==> config.mk <==
export PLATFORM = sky130hd
export DESIGN_NAME = major_state_seq_flat
export DESIGN_NICKNAME = d
export VERILOG_FILES = /design/src/rtl/major_state_pkg.sv /design/src/rtl/major_state_seq_if.sv /design/src/rtl/major_ts_gen.sv /design/src/rtl/major_state_seq.sv /design/src/flat_wrapper.sv
export SDC_FILE = /design/constraint.sdc
export NUM_CORES = 1
export LEC_CHECK = 0
export ABC_AREA = 1
export BUFFER_PORTS_ARGS = -buffer_cell sky130_fd_sc_hd__clkbuf_2
export CAP_MARGIN = 40
export CORE_MARGIN = 5
export CORE_UTILIZATION = 52
export DETAILED_ROUTE_END_ITERATION = 7
export PLACE_DENSITY = 0.83
export SYNTH_ARGS = -nofsm -noshare
export SYNTH_HDL_FRONTEND = slang
export SYNTH_SLANG_ARGS = --single-unit
export TNS_END_PERCENT = 100
==> constraint.sdc <==
create_clock -name clk -period 2.7 [get_ports clk]
set_input_delay 0.54 -clock clk [delete_from_list [all_inputs] [get_ports clk]]
set_output_delay 0.54 -clock clk [all_outputs]
set_load 0.03 [all_outputs]
==> src/rtl/major_state_pkg.sv <==
// major_state_pkg: shared types and constants for the major state sequencer.
// Sequencer state enum, major-state encodings, opcode values and the bit
// positions inside the one-hot adder select buses.
package major_state_pkg;

  // Sequencer states: each time state is a setup half (SU) then a strobe
  // half (SB); TS2 also has a wait state for the memory handshake.
  typedef enum logic [3:0] {
    ST_IDLE,
    ST_TS1_SU,
    ST_TS1_SB,
    ST_TS2_WT,
    ST_TS2_SU,
    ST_TS2_SB,
    ST_TS3_SU,
    ST_TS3_SB,
    ST_TS4_SU,
    ST_TS4_SB
  } seq_state_e;

  typedef enum logic [1:0] {
    MAJ_FETCH = 2'b00,
    MAJ_DEFER = 2'b01,
    MAJ_EXEC  = 2'b10
  } major_e;

  localparam logic [2:0] OP_AND = 3'd0;
  localparam logic [2:0] OP_TAD = 3'd1;
  localparam logic [2:0] OP_ISZ = 3'd2;
  localparam logic [2:0] OP_DCA = 3'd3;
  localparam logic [2:0] OP_JMS = 3'd4;
  localparam logic [2:0] OP_JMP = 3'd5;

  // a1_sel bit positions (one-hot, bit 0 = first listed source)
  localparam int A1_AC     = 0;
  localparam int A1_MQ     = 1;
  localparam int A1_CONST0 = 2;
  localparam int A1_NONE   = 3;

  // a2_sel bit positions
  localparam int A2_PC   = 0;
  localparam int A2_MEM  = 1;
  localparam int A2_DATA = 2;

  localparam logic [1:0] SH_NOSH = 2'b00;
  localparam logic [1:0] SH_AND  = 2'b01;

  // Major state that follows the current one at the end of TS4.
  // Opcodes 6/7 are operate-class no-ops here and never leave FETCH.
  function automatic major_e next_major(input major_e cur,
                                        input logic [2:0] op,
                                        input logic ind);
    major_e nxt;
    nxt = MAJ_FETCH;
    case (cur)
      MAJ_FETCH: begin
        if (op <= OP_JMP) nxt = ind ? MAJ_DEFER : MAJ_EXEC;
      end
      MAJ_DEFER: nxt = MAJ_EXEC;
      default:   nxt = MAJ_FETCH;
    endcase
    return nxt;
  endfunction

  // True in the strobe half of any time state.
  function automatic logic is_strobe(input seq_state_e st);
    return st inside {ST_TS1_SB, ST_TS2_SB, ST_TS3_SB, ST_TS4_SB};
  endfunction

endpackage

==> src/rtl/major_state_seq_if.sv <==
// major_state_seq_if: control/handshake bundle between the major state
// sequencer (master) and the register-slice datapath / memory (slave).
interface major_state_seq_if;
  logic       start;
  logic       stop;
  logic [2:0] mb_op;
  logic       mb_ind;
  logic       mem_start;
  logic       mem_done;
  logic       carry_out;
  logic [3:0] a1_sel;
  logic [2:0] a2_sel;
  logic       cin;
  logic [1:0] sh_sel;
  logic       ma_ld;
  logic       pc_ld;
  logic       mb_ld;
  logic       ac_ld;
  logic       run;
  logic [1:0] major;
  logic [2:0] ir;

  modport master (
    input  start, stop, mb_op, mb_ind, mem_done, carry_out,
    output mem_start, a1_sel, a2_sel, cin, sh_sel,
           ma_ld, pc_ld, mb_ld, ac_ld, run, major, ir
  );

  modport slave (
    output start, stop, mb_op, mb_ind, mem_done, carry_out,
    input  mem_start, a1_sel, a2_sel, cin, sh_sel,
           ma_ld, pc_ld, mb_ld, ac_ld, run, major, ir
  );
endinterface

==> src/rtl/major_ts_gen.sv <==
// major_ts_gen: time-state generator. Walks TS1..TS4 as setup/strobe pairs,
// holds in the TS2 wait state until memory completes, and returns to IDLE
// at an instruction boundary when the top requests a halt.
//
// state     | meaning
// ----------+---------------------------------------------------------
// ST_IDLE   | not running; leaves on go
// ST_TS1_SU | TS1 setup: memory address selects driven
// ST_TS1_SB | TS1 strobe: ma_ld + mem_start
// ST_TS2_WT | waiting for mem_done (only state that samples it)
// ST_TS2_SU | TS2 setup: memory data selected
// ST_TS2_SB | TS2 strobe: mb_ld
// ST_TS3_SU | TS3 setup: major/opcode dependent selects
// ST_TS3_SB | TS3 strobe
// ST_TS4_SU | TS4 setup
// ST_TS4_SB | TS4 strobe; instruction boundary (halt -> IDLE)
module major_ts_gen
  import major_state_pkg::*;
(
  input  logic       clk,
  input  logic       rst,
  input  logic       go,
  input  logic       mem_done,
  input  logic       halt,
  output seq_state_e state
);

  seq_state_e state_q;
  seq_state_e state_d;

  // State register with synchronous reset
  always_ff @(posedge clk) begin
    if (rst) state_q <= ST_IDLE;
    else     state_q <= state_d;
  end

  // Next-state: fixed setup/strobe cadence, TS2 wait, halt at boundary
  always_comb begin
    state_d = state_q;
    case (state_q)
      ST_IDLE:   if (go) state_d = ST_TS1_SU;
      ST_TS1_SU: state_d = ST_TS1_SB;
      ST_TS1_SB: state_d = ST_TS2_WT;
      ST_TS2_WT: if (mem_done) state_d = ST_TS2_SU;
      ST_TS2_SU: state_d = ST_TS2_SB;
      ST_TS2_SB: state_d = ST_TS3_SU;
      ST_TS3_SU: state_d = ST_TS3_SB;
      ST_TS3_SB: state_d = ST_TS4_SU;
      ST_TS4_SU: state_d = ST_TS4_SB;
      ST_TS4_SB: state_d = halt ? ST_IDLE : ST_TS1_SU;
      default:   state_d = ST_IDLE;
    endcase
  end

  assign state = state_q;

endmodule

==> src/rtl/major_state_seq.sv <==
// major_state_seq: major state sequencer for the register-slice datapath.
// Runs FETCH / DEFER / EXEC major cycles, each made of four time states,
// and drives the adder/shifter selects and register load strobes.
// Optional build macro SINGLE_INST_EN adds the sing_inst input, which stops
// the machine at every instruction boundary as if stop were held high.
module major_state_seq
  import major_state_pkg::*;
(
  input  logic clk,
  input  logic rst,
`ifdef SINGLE_INST_EN
  input  logic sing_inst,
`endif
  major_state_seq_if.master bus
);

  seq_state_e st;
  major_e     major_q;
  major_e     nxt_major;
  logic [2:0] ir_q;
  logic       ind_q;
  logic       skip_q;
  logic       halt_req;
  logic       halt;
  logic       go;
  logic       sb;

  logic [3:0] a1;
  logic [2:0] a2;
  logic       cin_c;
  logic [1:0] sh;
  logic       ld_ma;
  logic       ld_pc;
  logic       ld_mb;
  logic       ld_ac;

`ifdef SINGLE_INST_EN
  assign halt_req = bus.stop | sing_inst;
`else
  assign halt_req = bus.stop;
`endif

  // start with stop also high must not leave IDLE
  assign go        = bus.start & ~bus.stop;
  assign nxt_major = next_major(major_q, ir_q, ind_q);
  // stop only takes effect when the next major cycle would be a fetch,
  // so a multi-cycle instruction always completes
  assign halt      = halt_req & (nxt_major == MAJ_FETCH);
  assign sb        = is_strobe(st);

  major_ts_gen u_ts_gen (
    .clk      (clk),
    .rst      (rst),
    .go       (go),
    .mem_done (bus.mem_done),
    .halt     (halt),
    .state    (st)
  );

  // Major state, instruction register, indirect and skip flags
  always_ff @(posedge clk) begin
    if (rst) begin
      major_q <= MAJ_FETCH;
      ir_q    <= '0;
      ind_q   <= 1'b0;
      skip_q  <= 1'b0;
    end else begin
      if (st == ST_TS2_SB && major_q == MAJ_FETCH) begin
        ir_q  <= bus.mb_op;
        ind_q <= bus.mb_ind;
      end
      if (st == ST_TS3_SB && major_q == MAJ_EXEC && ir_q == OP_ISZ)
        skip_q <= bus.carry_out;
      if (st == ST_TS4_SB)
        major_q <= nxt_major;
    end
  end

  // Selects for the current time state (held across setup and strobe)
  // plus which register the strobe half would load
  always_comb begin
    a1    = '0;
    a2    = '0;
    cin_c = 1'b0;
    sh    = SH_NOSH;
    ld_ma = 1'b0;
    ld_pc = 1'b0;
    ld_mb = 1'b0;
    ld_ac = 1'b0;
    case (st)
      ST_TS1_SU, ST_TS1_SB: begin
        if (major_q == MAJ_FETCH) a2[A2_PC]   = 1'b1;
        else                      a2[A2_DATA] = 1'b1;
        ld_ma = 1'b1;
      end
      ST_TS2_SU, ST_TS2_SB: begin
        a2[A2_MEM] = 1'b1;
        ld_mb      = 1'b1;
      end
      ST_TS3_SU, ST_TS3_SB: begin
        case (major_q)
          MAJ_FETCH: begin
            a2[A2_PC] = 1'b1;
            cin_c     = 1'b1;
            ld_pc     = 1'b1;
          end
          MAJ_DEFER: begin
            a2[A2_MEM] = 1'b1;
            ld_mb      = 1'b1;
          end
          MAJ_EXEC: begin
            case (ir_q)
              OP_AND: begin
                a1[A1_AC]  = 1'b1;
                a2[A2_MEM] = 1'b1;
                sh         = SH_AND;
                ld_ac      = 1'b1;
              end
              OP_TAD: begin
                a1[A1_AC]  = 1'b1;
                a2[A2_MEM] = 1'b1;
                ld_ac      = 1'b1;
              end
              OP_ISZ: begin
                a2[A2_MEM] = 1'b1;
                cin_c      = 1'b1;
                ld_mb      = 1'b1;
              end
              OP_DCA: begin
                a1[A1_AC] = 1'b1;
                ld_mb     = 1'b1;
              end
              OP_JMS: begin
                a2[A2_PC] = 1'b1;
                ld_mb     = 1'b1;
              end
              OP_JMP: begin
                a2[A2_DATA] = 1'b1;
                ld_pc       = 1'b1;
              end
              default: ;
            endcase
          end
          default: ;
        endcase
      end
      ST_TS4_SU, ST_TS4_SB: begin
        if (major_q == MAJ_EXEC) begin
          case (ir_q)
            OP_ISZ: begin
              if (skip_q) begin
                a2[A2_PC] = 1'b1;
                cin_c     = 1'b1;
                ld_pc     = 1'b1;
              end
            end
            OP_DCA: begin
              a1[A1_CONST0] = 1'b1;
              ld_ac         = 1'b1;
            end
            OP_JMS: begin
              a2[A2_DATA] = 1'b1;
              cin_c       = 1'b1;
              ld_pc       = 1'b1;
            end
            default: ;
          endcase
        end
      end
      default: ;
    endcase
  end

  assign bus.a1_sel    = a1;
  assign bus.a2_sel    = a2;
  assign bus.cin       = cin_c;
  assign bus.sh_sel    = sh;
  assign bus.ma_ld     = ld_ma & sb;
  assign bus.pc_ld     = ld_pc & sb;
  assign bus.mb_ld     = ld_mb & sb;
  assign bus.ac_ld     = ld_ac & sb;
  assign bus.mem_start = (st == ST_TS1_SB);
  assign bus.run       = (st != ST_IDLE);
  assign bus.major     = major_q;
  assign bus.ir        = ir_q;

endmodule

==> src/flat_wrapper.sv <==
// flat-port wrapper written by rule: the top's interface ports become plain ports
module major_state_seq_flat import major_state_pkg::*;
  (clk, rst, bus_start, bus_stop, bus_mb_op, bus_mb_ind, bus_mem_done, bus_carry_out, bus_mem_start, bus_a1_sel, bus_a2_sel, bus_cin, bus_sh_sel, bus_ma_ld, bus_pc_ld, bus_mb_ld, bus_ac_ld, bus_run, bus_major, bus_ir);
  major_state_seq_if bus_i ();
  input  logic clk;
  input  logic rst;
  input wire logic [$bits(bus_i.start)-1:0] bus_start;
  input wire logic [$bits(bus_i.stop)-1:0] bus_stop;
  input wire logic [$bits(bus_i.mb_op)-1:0] bus_mb_op;
  input wire logic [$bits(bus_i.mb_ind)-1:0] bus_mb_ind;
  input wire logic [$bits(bus_i.mem_done)-1:0] bus_mem_done;
  input wire logic [$bits(bus_i.carry_out)-1:0] bus_carry_out;
  output wire logic [$bits(bus_i.mem_start)-1:0] bus_mem_start;
  output wire logic [$bits(bus_i.a1_sel)-1:0] bus_a1_sel;
  output wire logic [$bits(bus_i.a2_sel)-1:0] bus_a2_sel;
  output wire logic [$bits(bus_i.cin)-1:0] bus_cin;
  output wire logic [$bits(bus_i.sh_sel)-1:0] bus_sh_sel;
  output wire logic [$bits(bus_i.ma_ld)-1:0] bus_ma_ld;
  output wire logic [$bits(bus_i.pc_ld)-1:0] bus_pc_ld;
  output wire logic [$bits(bus_i.mb_ld)-1:0] bus_mb_ld;
  output wire logic [$bits(bus_i.ac_ld)-1:0] bus_ac_ld;
  output wire logic [$bits(bus_i.run)-1:0] bus_run;
  output wire logic [$bits(bus_i.major)-1:0] bus_major;
  output wire logic [$bits(bus_i.ir)-1:0] bus_ir;
  assign bus_i.start = bus_start;
  assign bus_i.stop = bus_stop;
  assign bus_i.mb_op = bus_mb_op;
  assign bus_i.mb_ind = bus_mb_ind;
  assign bus_i.mem_done = bus_mem_done;
  assign bus_i.carry_out = bus_carry_out;
  assign bus_mem_start = bus_i.mem_start;
  assign bus_a1_sel = bus_i.a1_sel;
  assign bus_a2_sel = bus_i.a2_sel;
  assign bus_cin = bus_i.cin;
  assign bus_sh_sel = bus_i.sh_sel;
  assign bus_ma_ld = bus_i.ma_ld;
  assign bus_pc_ld = bus_i.pc_ld;
  assign bus_mb_ld = bus_i.mb_ld;
  assign bus_ac_ld = bus_i.ac_ld;
  assign bus_run = bus_i.run;
  assign bus_major = bus_i.major;
  assign bus_ir = bus_i.ir;
  major_state_seq u_core (.clk(clk), .rst(rst), .bus(bus_i));
endmodule
==> results.cfg <==
[layout]
area_growth_pct = 18.2
fin_cells = 187
antenna_cells = 0
nFillCells = 150
layout.nets = 185
finalCoreUtilization_pct = 66.9
layout-drive-gt1-share_pct = 29.8

[worst_setup_path]
worstPathArrival_ns = 1.77
start_kind = flip-flop
crit_fanout = 7
r2r_start = u_core.bus.major[1]$_SDFFE_PP0P_
worstSetupEndpointType = output pin
r2r_slack_ns = 1.31
path_cells = inv_1, ha_1, nand2_2, nor3_4, nand3_2, nand2_1, inv_1, nand2_1, nand2_1, inv_1, clkbuf_2
max_stage_delay_ns = 0.34
regToRegEndpoint = u_core.u_ts_gen.state[0]$_SDFFE_PP0P_
slowest_stage = dfxtp_1
crit_type = flip-flop to output pin
rr_worst_depth = 10
cp.required_ns = 2.16

[place]
place_congestion = 0.855
port_buffers = 27
placedCellCount = 183
hpwl_mm = 1.71

[route]
drtIter0Drc = 26
wl_mm = 2.12
firstDrtPassIters = 4
drcViolationCount = 0
wire_per_inst_um = 11.3
vias = 953
ant_nets = 0
routed_via_density = 5.10

[floorplanning]
die-area_mm2 = 0.00260
dieHeight_um = 51.0
ioPinCount = 31
core_mm2 = 0.00154
die_w_um = 51.0
start_util_pct = 56.6
row_count = 14

[clock_network]
post_cts_buffers = 0
cts_made_buffers = 3
cts_tree = yes
postCtsHoldBufs = 0
clk_pin_slew_ns = 0.08
clk_latency_ns = 0.28
cts_root_buffer = clkbuf_4
clockBufferDepth = 2
cts_htree_levels = 1
cts_resized = 0
clock_sinks = 11

[power_and_ir_drop]
irDropWorstVdd_mv = 0.301
cellPowerDensity_mw_per_mm2 = 411
p_leak_nw = 0.532

[status]
outcome = finished, final reports clean

[synthesis]
yosysSeqAreaShare_pct = 25.3
postSynthAreaPerCell_um2 = 6.14
ys_top_cells_by_area = dfxtp_1, nand2_1, inv_1
ys_warn_count = 0
yosysUniqueCellTypes = 22
synth_top_area_share_pct = 25.3
synthCells = 142
synth_largest_area_cell = dfxtp_1
synth-seq-cells = 11
synth_area_um2 = 872

[timing]
setup_viol_count_final = 0
fmax_mhz = 433
final_hold_viol_count = 0
maxSlewViolCount = 0
hold_slack_ns = 0.489
fin_crit_ns = 2.31
tns_ns = 0
rsz0062_at_grt = no
skew_ns = 0.00763
fin_crit_sh_pct = 85.5

[min_path]
min_to = u_core.skip_q$_SDFFE_PP0P_
hold_start = u_core.skip_q$_SDFFE_PP0P_
holdCritPathClass = flip-flop to flip-flop
whs_path_depth = 2

[global_route]
grt.overflow.total = 0
grt_start_max_net_pins = 10
grt_usage_pct = 16.9
grt_pass1_wl_mm = 3.52
grt_pass1_vias = 844
antenna_found_initial = 0

[run]
drv_cap = 0
==> per-stage QoR <==
| stage | worst slack (ns) | power (mW) | cell area, um2 |
|---|---|---|---|
| 2_1_floorplan | 0.285 | 0.283 | 880 |
| 3_3_place_gp | 0.757 | 0.308 | 1000 |
| 3_5_place_dp | 0.684 | 0.310 | 1000 |
| 4_1_cts | 0.386 | 0.427 | 1030 |
| 5_1_grt | 0.211 | 0.451 | 1030 |
| 6_report | 0.393 | 0.424 | 1030 |
==> final cells by class <==
cell class | instances | area [um2] | share of cell area [%]
timing repair buffer | 27 | 135 | 13.1
multi-input combinational | 102 | 528 | 51.2
inverter | 27 | 101 | 9.83
sequential | 11 | 220 | 21.4
clock buffer | 4 | 26.3 | 2.55
tap | 16 | 20.0 | 1.94
==> critical path: cells and delay by family, from the launching register on <==
family	cells	cell delay [ns]
buffers and inverters	4	0.36
DFF	1	0.34
adders and majority gates	1	0.20
and+or+nand+nor	6	0.59
==> cell usage in the layout, fill, tap and decap left out, drive strengths merged <==
cell type	synthesis	layout
nand3	7	7
a21oi	13	13
o21ai	16	16
clkbuf	0	31
conb	1	3
ha	3	3
inv	27	27
o211ai	1	1
nor4	1	1
nor3	4	4
dfxtp	11	11
a211oi	1	1
nor2	16	16
nand2	37	37
==> how the worst max path moves through the flow <==
stage | startpoint | to | cells after the start
5_1_grt | u_core.bus.major[0]$_SDFFE_PP0P_ | bus_pc_ld | 11
2_1_floorplan | u_core.bus.major[1]$_SDFFE_PP0P_ | bus_ac_ld | 5
3_5_place_dp | u_core.bus.major[0]$_SDFFE_PP0P_ | bus_pc_ld | 11
3_3_place_gp | u_core.bus.major[0]$_SDFFE_PP0P_ | bus_pc_ld | 11
6_report | u_core.bus.major[0]$_SDFFE_PP0P_ | bus_pc_ld | 11
4_1_cts | u_core.bus.major[0]$_SDFFE_PP0P_ | bus_pc_ld | 11
==> routing by layer <==
layer	track usage, %	share of wire, %	vias up
met1	23.6	47	416
li1	-	-	503
met2	26.0	46	30
met4	3.83	1.1	0
met3	4.07	6.3	4
met5	0	0	-
==> cells by family after synthesis <==
kind of cell	count (synthesis)	synth area share (%)
DFF	11	25.3
buffers and inverters	31	15.1
adders and majority gates	3	4.30
and+or+nand+nor	65	36.6
AOI/OAI and AO/OA	31	18.4
other	1	0.430
==> sequential cells by signal (all words and copies together) (netlist names) <==
register and count:
u_core.u_ts_gen.state 4, u_core.bus.major 2, u_core.skip_q 1, u_core.ind_q 1
u_core.bus.ir 3
==> cells in the mapped netlist <==
cell type and count:
nand2_1 34, inv_1 18, a21oi_1 13, o21ai_0 13, nor2_1 12, dfxtp_1 11, inv_2 9, nand3_1 5
buf_4 4, ha_1 3, nand2_2 3, o21ai_1 3, nand3_2 2, nor2_2 2, nor2_4 2, nor3_2 2
a211oi_1 1, conb_1 1, nor3_1 1, nor3_4 1, nor4_1 1, o211ai_1 1
==> where the power goes <==
group	switching [mW]	internal (mW)
logic	0.0877	0.0370
registers	0.0125	0.169
clock network	0.0603	0.0573
total	0.161	0.263
No activity file was read; power rests on OpenSTA's default activity.
